==> config.mk <==
export PLATFORM = sky130hd
export DESIGN_NAME = mem_bus_arbiter_flat
export DESIGN_NICKNAME = d
export VERILOG_FILES = /design/src/rtl/mem_bus_arbiter_if.sv /design/src/rtl/mem_bus_arbiter.sv /design/src/flat_wrapper.sv
export SDC_FILE = /design/constraint.sdc
export NUM_CORES = 1
export LEC_CHECK = 0
export ABC_AREA = 1
export CAP_MARGIN = 40
export CORE_MARGIN = 3
export CORE_UTILIZATION = 25
export CTS_BUF_LIST = sky130_fd_sc_hd__clkbuf_8
export CTS_CLUSTER_DIAMETER = 120
export CTS_CLUSTER_SIZE = 25
export DETAILED_ROUTE_END_ITERATION = 7
export MAX_ROUTING_LAYER = met4
export PLACE_DENSITY_LB_ADDON = 0.15
export REMOVE_ABC_BUFFERS = 1
export SLEW_MARGIN = 20
export SYNTH_ARGS = -nofsm -noshare
export SYNTH_HDL_FRONTEND = slang
export SYNTH_SLANG_ARGS = --single-unit
==> constraint.sdc <==
create_clock -name clk -period 1.8 [get_ports clk]
set_clock_uncertainty 0.05 [all_clocks]
set_input_delay 0.36 -clock clk [delete_from_list [all_inputs] [get_ports clk]]
set_output_delay 0.36 -clock clk [all_outputs]
set_load 0.02 [all_outputs]
==> src/rtl/mem_bus_arbiter_if.sv <==
// mem_bus_arbiter_if
//    Bundle of the arbiter's memory bus signals: the packed request side of
//    NUM_MASTERS masters and the single shared slave port.
//    Modports:
//       master : view taken by the arbiter, which masters the shared slave
//                port (drives s_*, m_ack, m_data_in).
//       slave  : view taken by the surroundings (requesting masters plus the
//                memory), which drive m_* requests and s_ack / s_data_in.
//    Master i occupies slice i of every packed m_* vector.
interface mem_bus_arbiter_if #(
   parameter int NUM_MASTERS = 2,
   parameter int ADDR_WIDTH  = 19,
   parameter int DATA_WIDTH  = 16
);
   localparam int BW = DATA_WIDTH / 8;

   // Requesting-master side
   logic [NUM_MASTERS-1:0]            m_access;
   logic [NUM_MASTERS-1:0]            m_lock;
   logic [NUM_MASTERS*ADDR_WIDTH-1:0] m_addr;
   logic [NUM_MASTERS*DATA_WIDTH-1:0] m_data_out;
   logic [NUM_MASTERS-1:0]            m_wr_en;
   logic [NUM_MASTERS*BW-1:0]         m_bytesel;
   logic [NUM_MASTERS-1:0]            m_io;
   logic [NUM_MASTERS-1:0]            m_ack;
   logic [DATA_WIDTH-1:0]             m_data_in;

   // Shared slave side; word address, bit 0 is implied
   logic [ADDR_WIDTH:1]               s_addr;
   logic [DATA_WIDTH-1:0]             s_data_out;
   logic                              s_access;
   logic                              s_ack;
   logic [DATA_WIDTH-1:0]             s_data_in;
   logic                              s_wr_en;
   logic [BW-1:0]                     s_bytesel;
   logic                              s_io;

   modport master (
      input  m_access, m_lock, m_addr, m_data_out, m_wr_en, m_bytesel, m_io,
      input  s_ack, s_data_in,
      output m_ack, m_data_in,
      output s_addr, s_data_out, s_access, s_wr_en, s_bytesel, s_io
   );

   modport slave (
      output m_access, m_lock, m_addr, m_data_out, m_wr_en, m_bytesel, m_io,
      output s_ack, s_data_in,
      input  m_ack, m_data_in,
      input  s_addr, s_data_out, s_access, s_wr_en, s_bytesel, s_io
   );
endinterface

==> src/rtl/mem_bus_arbiter.sv <==
// mem_bus_arbiter
//    N-master to 1-slave arbiter for the word-addressed access/ack memory bus.
//    Round-robin or fixed priority, plus a per-master lock that keeps the
//    grant across back-to-back transfers (indivisible read-modify-write).
//    Ports:
//       clk         : clock
//       reset       : synchronous, active-high reset
//       bus         : mem_bus_arbiter_if.master (all m_* and s_* signals)
//       grant_valid : a master currently owns the bus
//       grant_id    : index of the owning master
module mem_bus_arbiter #(
   parameter int NUM_MASTERS = 2,
   parameter int ADDR_WIDTH  = 19,
   parameter int DATA_WIDTH  = 16,
   parameter int ROUND_ROBIN = 1,
   localparam int IDW = (NUM_MASTERS > 1) ? $clog2(NUM_MASTERS) : 1
) (
   input  logic               clk,
   input  logic               reset,
   mem_bus_arbiter_if.master  bus,
   output logic               grant_valid,
   output logic [IDW-1:0]     grant_id
);
   localparam int BW = DATA_WIDTH / 8;

   typedef enum logic [1:0] {IDLE, BUSY, LOCKED} state_t;

   state_t                state_reg;
   logic                  grant_valid_reg;
   logic [IDW-1:0]        grant_id_reg;
   logic [IDW-1:0]        ptr_reg;
   logic [IDW-1:0]        ptr_next;
   logic [IDW-1:0]        win_id;
   logic                  win_found;

   // Unpacked per-master views of the packed request fields
   logic [ADDR_WIDTH-1:0] addr_arr [NUM_MASTERS];
   logic [DATA_WIDTH-1:0] data_arr [NUM_MASTERS];
   logic [BW-1:0]         bsel_arr [NUM_MASTERS];

   // Fields of the currently granted master
   logic                  g_access;
   logic                  g_lock;
   logic                  g_wr_en;
   logic                  g_io;
   logic [ADDR_WIDTH-1:0] g_addr;
   logic [DATA_WIDTH-1:0] g_data;
   logic [BW-1:0]         g_bsel;
   logic                  busy;

   generate
      for (genvar gi = 0; gi < NUM_MASTERS; gi++) begin : g_unpack
         assign addr_arr[gi] = bus.m_addr[gi*ADDR_WIDTH +: ADDR_WIDTH];
         assign data_arr[gi] = bus.m_data_out[gi*DATA_WIDTH +: DATA_WIDTH];
         assign bsel_arr[gi] = bus.m_bytesel[gi*BW +: BW];
      end
   endgenerate

   // Winner: first requester scanning upward from the pointer with wrap.
   // In fixed-priority mode the pointer never leaves 0, so this reduces to
   // lowest index wins.
   always_comb begin
      int idx;
      win_id    = '0;
      win_found = 1'b0;
      idx       = 0;
      for (int k = 0; k < NUM_MASTERS; k++) begin
         idx = int'(ptr_reg) + k;
         if (idx >= NUM_MASTERS) idx = idx - NUM_MASTERS;
         for (int i = 0; i < NUM_MASTERS; i++) begin
            if (!win_found && (i == idx) && bus.m_access[i]) begin
               win_found = 1'b1;
               win_id    = IDW'(i);
            end
         end
      end
   end

   // Request mux for the granted master
   always_comb begin
      g_access = 1'b0;
      g_lock   = 1'b0;
      g_wr_en  = 1'b0;
      g_io     = 1'b0;
      g_addr   = '0;
      g_data   = '0;
      g_bsel   = '0;
      for (int i = 0; i < NUM_MASTERS; i++) begin
         if (grant_id_reg == IDW'(i)) begin
            g_access = bus.m_access[i];
            g_lock   = bus.m_lock[i];
            g_wr_en  = bus.m_wr_en[i];
            g_io     = bus.m_io[i];
            g_addr   = addr_arr[i];
            g_data   = data_arr[i];
            g_bsel   = bsel_arr[i];
         end
      end
   end

   assign ptr_next = (grant_id_reg == IDW'(NUM_MASTERS - 1)) ? '0
                                                             : grant_id_reg + IDW'(1);

   always_ff @(posedge clk) begin
      if (reset) begin
         state_reg       <= IDLE;
         grant_valid_reg <= 1'b0;
         grant_id_reg    <= '0;
         ptr_reg         <= '0;
      end else begin
         case (state_reg)
            IDLE: begin
               if (win_found) begin
                  grant_id_reg    <= win_id;
                  grant_valid_reg <= 1'b1;
                  state_reg       <= BUSY;
               end
            end
            BUSY: begin
               if (bus.s_ack) begin
                  if (ROUND_ROBIN != 0) ptr_reg <= ptr_next;
                  if (g_lock) begin
                     state_reg <= LOCKED;
                  end else begin
                     state_reg       <= IDLE;
                     grant_valid_reg <= 1'b0;
                  end
               end else if (!g_access) begin
                  // Master withdrew its request before the ack: abandon the
                  // transfer silently.
                  state_reg       <= IDLE;
                  grant_valid_reg <= 1'b0;
               end
            end
            LOCKED: begin
               if (g_access) begin
                  state_reg <= BUSY;
               end else if (!g_lock) begin
                  state_reg       <= IDLE;
                  grant_valid_reg <= 1'b0;
               end
            end
            default: begin
               state_reg       <= IDLE;
               grant_valid_reg <= 1'b0;
            end
         endcase
      end
   end

   // Slave outputs are live only in BUSY. Gating with reset drops an ack
   // arriving in the same cycle as reset so no master sees a completion.
   always_comb begin
      busy           = (state_reg == BUSY) && !reset;
      bus.s_access   = busy && g_access;
      bus.s_addr     = busy ? g_addr : '0;
      bus.s_data_out = busy ? g_data : '0;
      bus.s_wr_en    = busy && g_wr_en;
      bus.s_bytesel  = busy ? g_bsel : '0;
      bus.s_io       = busy && g_io;
      bus.m_ack      = '0;
      for (int i = 0; i < NUM_MASTERS; i++) begin
         bus.m_ack[i] = busy && bus.s_ack && (grant_id_reg == IDW'(i));
      end
   end

   assign bus.m_data_in = bus.s_data_in;
   assign grant_valid   = grant_valid_reg;
   assign grant_id      = (NUM_MASTERS == 1) ? '0 : grant_id_reg;
endmodule

==> src/flat_wrapper.sv <==
// flat-port wrapper written by rule: the top's interface ports become plain ports
module mem_bus_arbiter_flat 
#(
   parameter int NUM_MASTERS = 2,
   parameter int ADDR_WIDTH  = 19,
   parameter int DATA_WIDTH  = 16,
   parameter int ROUND_ROBIN = 1,
   localparam int IDW = (NUM_MASTERS > 1) ? $clog2(NUM_MASTERS) : 1
)
  (clk, reset, grant_valid, grant_id, bus_m_access, bus_m_lock, bus_m_addr, bus_m_data_out, bus_m_wr_en, bus_m_bytesel, bus_m_io, bus_s_ack, bus_s_data_in, bus_m_ack, bus_m_data_in, bus_s_addr, bus_s_data_out, bus_s_access, bus_s_wr_en, bus_s_bytesel, bus_s_io);
  mem_bus_arbiter_if #(.NUM_MASTERS(NUM_MASTERS), .ADDR_WIDTH(ADDR_WIDTH), .DATA_WIDTH(DATA_WIDTH)) bus_i ();
  input  logic clk;
  input  logic reset;
  output logic grant_valid;
  output logic [IDW-1:0] grant_id;
  input wire logic [$bits(bus_i.m_access)-1:0] bus_m_access;
  input wire logic [$bits(bus_i.m_lock)-1:0] bus_m_lock;
  input wire logic [$bits(bus_i.m_addr)-1:0] bus_m_addr;
  input wire logic [$bits(bus_i.m_data_out)-1:0] bus_m_data_out;
  input wire logic [$bits(bus_i.m_wr_en)-1:0] bus_m_wr_en;
  input wire logic [$bits(bus_i.m_bytesel)-1:0] bus_m_bytesel;
  input wire logic [$bits(bus_i.m_io)-1:0] bus_m_io;
  input wire logic [$bits(bus_i.s_ack)-1:0] bus_s_ack;
  input wire logic [$bits(bus_i.s_data_in)-1:0] bus_s_data_in;
  output wire logic [$bits(bus_i.m_ack)-1:0] bus_m_ack;
  output wire logic [$bits(bus_i.m_data_in)-1:0] bus_m_data_in;
  output wire logic [$bits(bus_i.s_addr)-1:0] bus_s_addr;
  output wire logic [$bits(bus_i.s_data_out)-1:0] bus_s_data_out;
  output wire logic [$bits(bus_i.s_access)-1:0] bus_s_access;
  output wire logic [$bits(bus_i.s_wr_en)-1:0] bus_s_wr_en;
  output wire logic [$bits(bus_i.s_bytesel)-1:0] bus_s_bytesel;
  output wire logic [$bits(bus_i.s_io)-1:0] bus_s_io;
  assign bus_i.m_access = bus_m_access;
  assign bus_i.m_lock = bus_m_lock;
  assign bus_i.m_addr = bus_m_addr;
  assign bus_i.m_data_out = bus_m_data_out;
  assign bus_i.m_wr_en = bus_m_wr_en;
  assign bus_i.m_bytesel = bus_m_bytesel;
  assign bus_i.m_io = bus_m_io;
  assign bus_i.s_ack = bus_s_ack;
  assign bus_i.s_data_in = bus_s_data_in;
  assign bus_m_ack = bus_i.m_ack;
  assign bus_m_data_in = bus_i.m_data_in;
  assign bus_s_addr = bus_i.s_addr;
  assign bus_s_data_out = bus_i.s_data_out;
  assign bus_s_access = bus_i.s_access;
  assign bus_s_wr_en = bus_i.s_wr_en;
  assign bus_s_bytesel = bus_i.s_bytesel;
  assign bus_s_io = bus_i.s_io;
  mem_bus_arbiter #(.NUM_MASTERS(NUM_MASTERS), .ADDR_WIDTH(ADDR_WIDTH), .DATA_WIDTH(DATA_WIDTH), .ROUND_ROBIN(ROUND_ROBIN)) u_core (.clk(clk), .reset(reset), .bus(bus_i), .grant_valid(grant_valid), .grant_id(grant_id));
endmodule
# After elaboration in Yosys (flattened, before gate mapping)
# Cells that the tools add are included.
# classes
n_addsub,4
n_lt_le_gt_ge,2
eq_ne,8
mux,33
n_bitwise,1
n_reduce_logical,25
# ops
cell,count
"== test 2 x 32 -> 1 bit, first input constant",2
zero test 32 bit,2
2-to-1 mux 32 bit,2
2-to-1 mux 19 bit,2
">= comparator 32 x 3 -> 1 bit, second input constant",1
2-to-1 mux 16 bit,2
"subtractor 32 x 3 -> 32 bit, second input constant",1
2-to-1 mux 1 bit,17
2-to-1 mux 2 bit,8
logical AND 1 bit,14
one-hot mux 2 bit (3 select lines),1
AND reduction 3 bit,2
zero test 1 bit,4
AND reduction 2 bit,2
"!= test 3 x 2 -> 1 bit, second input constant",1
"!= test 3 bit, second input constant",1
one-hot mux 1 bit (3 select lines),1
"subtractor 1 x 2 -> 3 bit, second input constant",1
"adder 1 x 1 -> 2 bit, second input constant",1
"== test 2 x 1 -> 1 bit, second input constant",1
"== test 2 bit, second input constant",1
">= comparator 1 x 2 -> 1 bit, second input constant",1
zero test 2 bit,1
"!= test 2 x 1 -> 1 bit, second input constant",1
3 further kinds,3
# word_totals
register_bits,5
inputBits,101
out_inout_bits,60
elab_cells,77

# Logic depth before layout (Yosys ltp)
# depth
word_depth,19
mapped_depth,9
mapped_depth_nobuf,8

# Least setup slack after synthesis
# No wires, ideal clock.
# synth_timing
kind,flip-flop to output port
startpoint,reg u_core.grant_id_reg (netlist: u_core.grant_id)
endpoint,out bus_s_bytesel[0]
t_arrival_ns,1.200
slack_ns,0.190
path_stages_with_launch,5
path_buffers,2
path_cell_list,dfxtp_1 -> buf_6 -> buf_2 -> nand2_1 -> a21oi_1
# synth_between
elab_chain_cells,2
# synth_lines
item,line_no,source
start: declaration,mem_bus_arbiter.sv:30,logic [IDW-1:0] grant_id_reg;
start signal: assignment,mem_bus_arbiter.sv:114,grant_id_reg <= win_id;
2-to-1 mux 2 bit,mem_bus_arbiter.sv:89,if (grant_id_reg == IDW'(i)) begin
2-to-1 mux 2 bit,mem_bus_arbiter.sv:159,bus.s_bytesel = busy ? g_bsel : '0;
end: declaration,flat_wrapper.sv:31,output wire logic [$bits(bus_i.s_bytesel)-1:0] bus_s_bytesel;
# Every way passes these cells.

# Final worst setup path
# layout_timing
startpoint,in reset
endpoint,out bus_s_addr[4]
# layout_between
elab_chain_cells,3
# layout_lines
item,line_no,source
start: declaration,flat_wrapper.sv:13,input logic reset;
zero test 1 bit,mem_bus_arbiter.sv:154,busy = (state_reg == BUSY) && !reset;
logical AND 1 bit,mem_bus_arbiter.sv:154,
2-to-1 mux 19 bit,mem_bus_arbiter.sv:156,bus.s_addr = busy ? g_addr : '0;
end: declaration,flat_wrapper.sv:27,output wire logic [$bits(bus_i.s_addr)-1:0] bus_s_addr;
# Every way passes these cells.

==> results.cfg <==
[power_and_ir_drop]
powerDensity_mw_per_mm2 = 408
peakVddDrop_mv = 0.455
p_leak_uw = 0.00121
total_power_uw = 1090

[routing]
drc = 0
first_pass_iters = 4
postRouteAntennaNets = 0
vias_per_cell = 4.63
drt_iter0_drc = 44
vias = 1779
wl_per_cell_um = 16.3
wl_mm = 6.27

[floorplan]
initial_utilization = 0.270
core_mm2 = 0.00380
fp.dieW_um = 70.1
dieHeight_um = 70.1
num_io_pins = 161
die_area_mm2 = 0.00491
std_cell_rows = 22

[run]
cap_violations = 0

[sta]
final.period_utilization = 0.989
worstMarginPinSlew_ps = 274
rsz0062_at_grt = true
relSlewSlack = 0.817
setup_ws_ps = 20.5
min_period_ps = 1780
hold_violations = 0
setup_violations = 0
drv_slew = 0
setup_tns_ps = 0
fmax_ghz = 0.562

[global_route]
grt_pass1_wl_mm = 9.10
grtUsageTotal = 0.248
overflow = 0
antenna_found_initial = 0
grt_max_degree = 25
grt_pass1_vias = 1679

[place]
post-place-ws_ps = -622
placement.io_buffers = 128
gp_congestion = 0.945
hpwlAfterDp_mm = 4.80
place_inst = 373

[clock_tree]
numCtsBuffers = 3
clock_latency_ps = 230
cts_tree = built
htree_levels = 1
cts.clk_slew.worst_paths_ps = 30
clock_sinks = 5
ctsHoldBuffers = 0
cts_buffer_depth = 2
cts-root-buf = clkbuf_8

[synthesis]
synth-seq-cells = 5
synthDistinctLibCells = 16
synth_cells = 209
yosysTopAreaCellShare = 0.369
yosysTopAreaCell = nand2_1
avgSynthCellArea_um2 = 4.91
yosysSeqAreaShare = 0.0974
syn-cell-area_mm2 = 0.00103
synth_area_leaders = nand2_1 37%, a21oi_1 21%, buf_4 12%
ys_warn_count = 0

[worst_hold_path]
hold_class = flip-flop to flip-flop

[critical_path]
path_max_fanout = 12
crit_path_cell_trace = dlygate4sd2_1 > inv_2 > nand3_4 > buf_4 > buf_16 > a21oi_1 > buf_4
timing.setup.critical_path_class = primary input to primary output
cp_num_buf_inv = 5
critPathCaptureType = primary output
critPathTopFamily = buffers and inverters
cp.arrival_ps = 1370
cpMostUsedCell = buf_4
cpMaxStageDelayCell = dlygate4sd2_1
cp.required_ps = 1390
max_stage_delay_ps = 250
crit_path_start_kind = primary input

[layout]
syn2layout_area_growth_pct = 159
nets = 438
fin_cells = 384
antenna_cells = 0
drive_gt1_frac = 0.318
largest_reg_flops = 2

[outcome]
status = finished clean
==> timing repair <==
| item | 4_1_cts | 5_1_grt |
|---|---|---|
| gates cloned | 3 | 0 |
| endpoints found under the hold margin | 0 | 0 |
| endpoints found under the setup margin | 43 | 42 |
| resized for setup | 202 | 71 |
| pin swaps | 1 | 3 |
| setup buffers | 4 | 0 |
==> layer usage <==
metal	routed length, um	GRT usage	vias up	share of wire
met3	913	0.151	6	0.15
met1	2100	0.243	764	0.34
met4	80	0.0404	0	0.013
met2	3180	0.427	114	0.51
li1	-	-	895	-
met5	0	-	-	0
==> metrics by stage <==
step                area, um2   util  hold WS, ps
global placement         2350  0.620          409
detailed placement       2350  0.620          396
floorplan                 836      -          379
finish                   2660  0.700          403
global route             2660  0.700          428
CTS                      2400  0.631          401
==> cell usage after synthesis, drive strengths merged <==
master,instances
nand2,102
o21bai,1
a21oi,43
buf,29
nand3,4
nor2,10
o22ai,1
dfxtp,5
o21ai,1
inv,13
==> worst reg2reg max path, delay by kind of cell, from the launching register on <==
kind	cells	cell delay [ps]
AOI/OAI and AO/OA	1	60
DFF	1	460
buffers and inverters	3	360
and+or+nand+nor	5	350
==> area by class of cell <==
cell class	count	area (um2)
Fill cell	338	1140
Multi-Input combinational cell	162	868
Inverter	13	51.3
Clock inverter	1	3.75
Timing Repair Buffer	152	1530
Sequential cell	5	100
Tap cell	48	60.1
Clock buffer	3	41.3
==> kinds of logic after synthesis <==
family	share of synthesized area
simple gates	0.438
flops	0.0974
buf+inv	0.236
compound gates	0.228
==> final timing paths <==
kind                        start                   to  slack, ps  cells past startpoint
hold reg to reg    u_core.ptr_reg       u_core.ptr_reg        400                      2
hold / removal     u_core.ptr_reg       u_core.ptr_reg        400                      2
setup reg to reg  u_core.grant_id  u_core.state_reg[0]        420                      9
setup / recovery            reset        bus_s_addr[4]         20                      7
==> placed cells by master (no fill, tap or decap) <==
| cell type | count |
|---|---|
| a21oi_1 | 12 |
| a21oi_2 | 24 |
| a21oi_4 | 7 |
| buf_12 | 5 |
| buf_16 | 2 |
| buf_2 | 1 |
| buf_4 | 44 |
| buf_6 | 12 |
| buf_8 | 1 |
| bufbuf_16 | 1 |
| clkbuf_8 | 3 |
| clkdlybuf4s50_1 | 83 |
| dfxtp_1 | 5 |
| dlygate4sd2_1 | 2 |
| dlymetal6s2s_1 | 1 |
| inv_1 | 12 |
| inv_2 | 1 |
| inv_4 | 1 |
| nand2_1 | 101 |
| nand2_2 | 1 |
| nand3_1 | 2 |
| nand3_2 | 1 |
| nand3_4 | 1 |
| nor2_1 | 8 |
| nor2_2 | 2 |
| o21ai_1 | 1 |
| o21bai_1 | 1 |
| o22ai_1 | 1 |
==> report_power, final <==
part           switching (uW)  internal (uW)  leakage [uW]
clock                    58.3            146     0.0000269
combinational             338            408       0.00114
sequential               11.9            123     0.0000412
No activity file was read; power rests on OpenSTA's default activity.
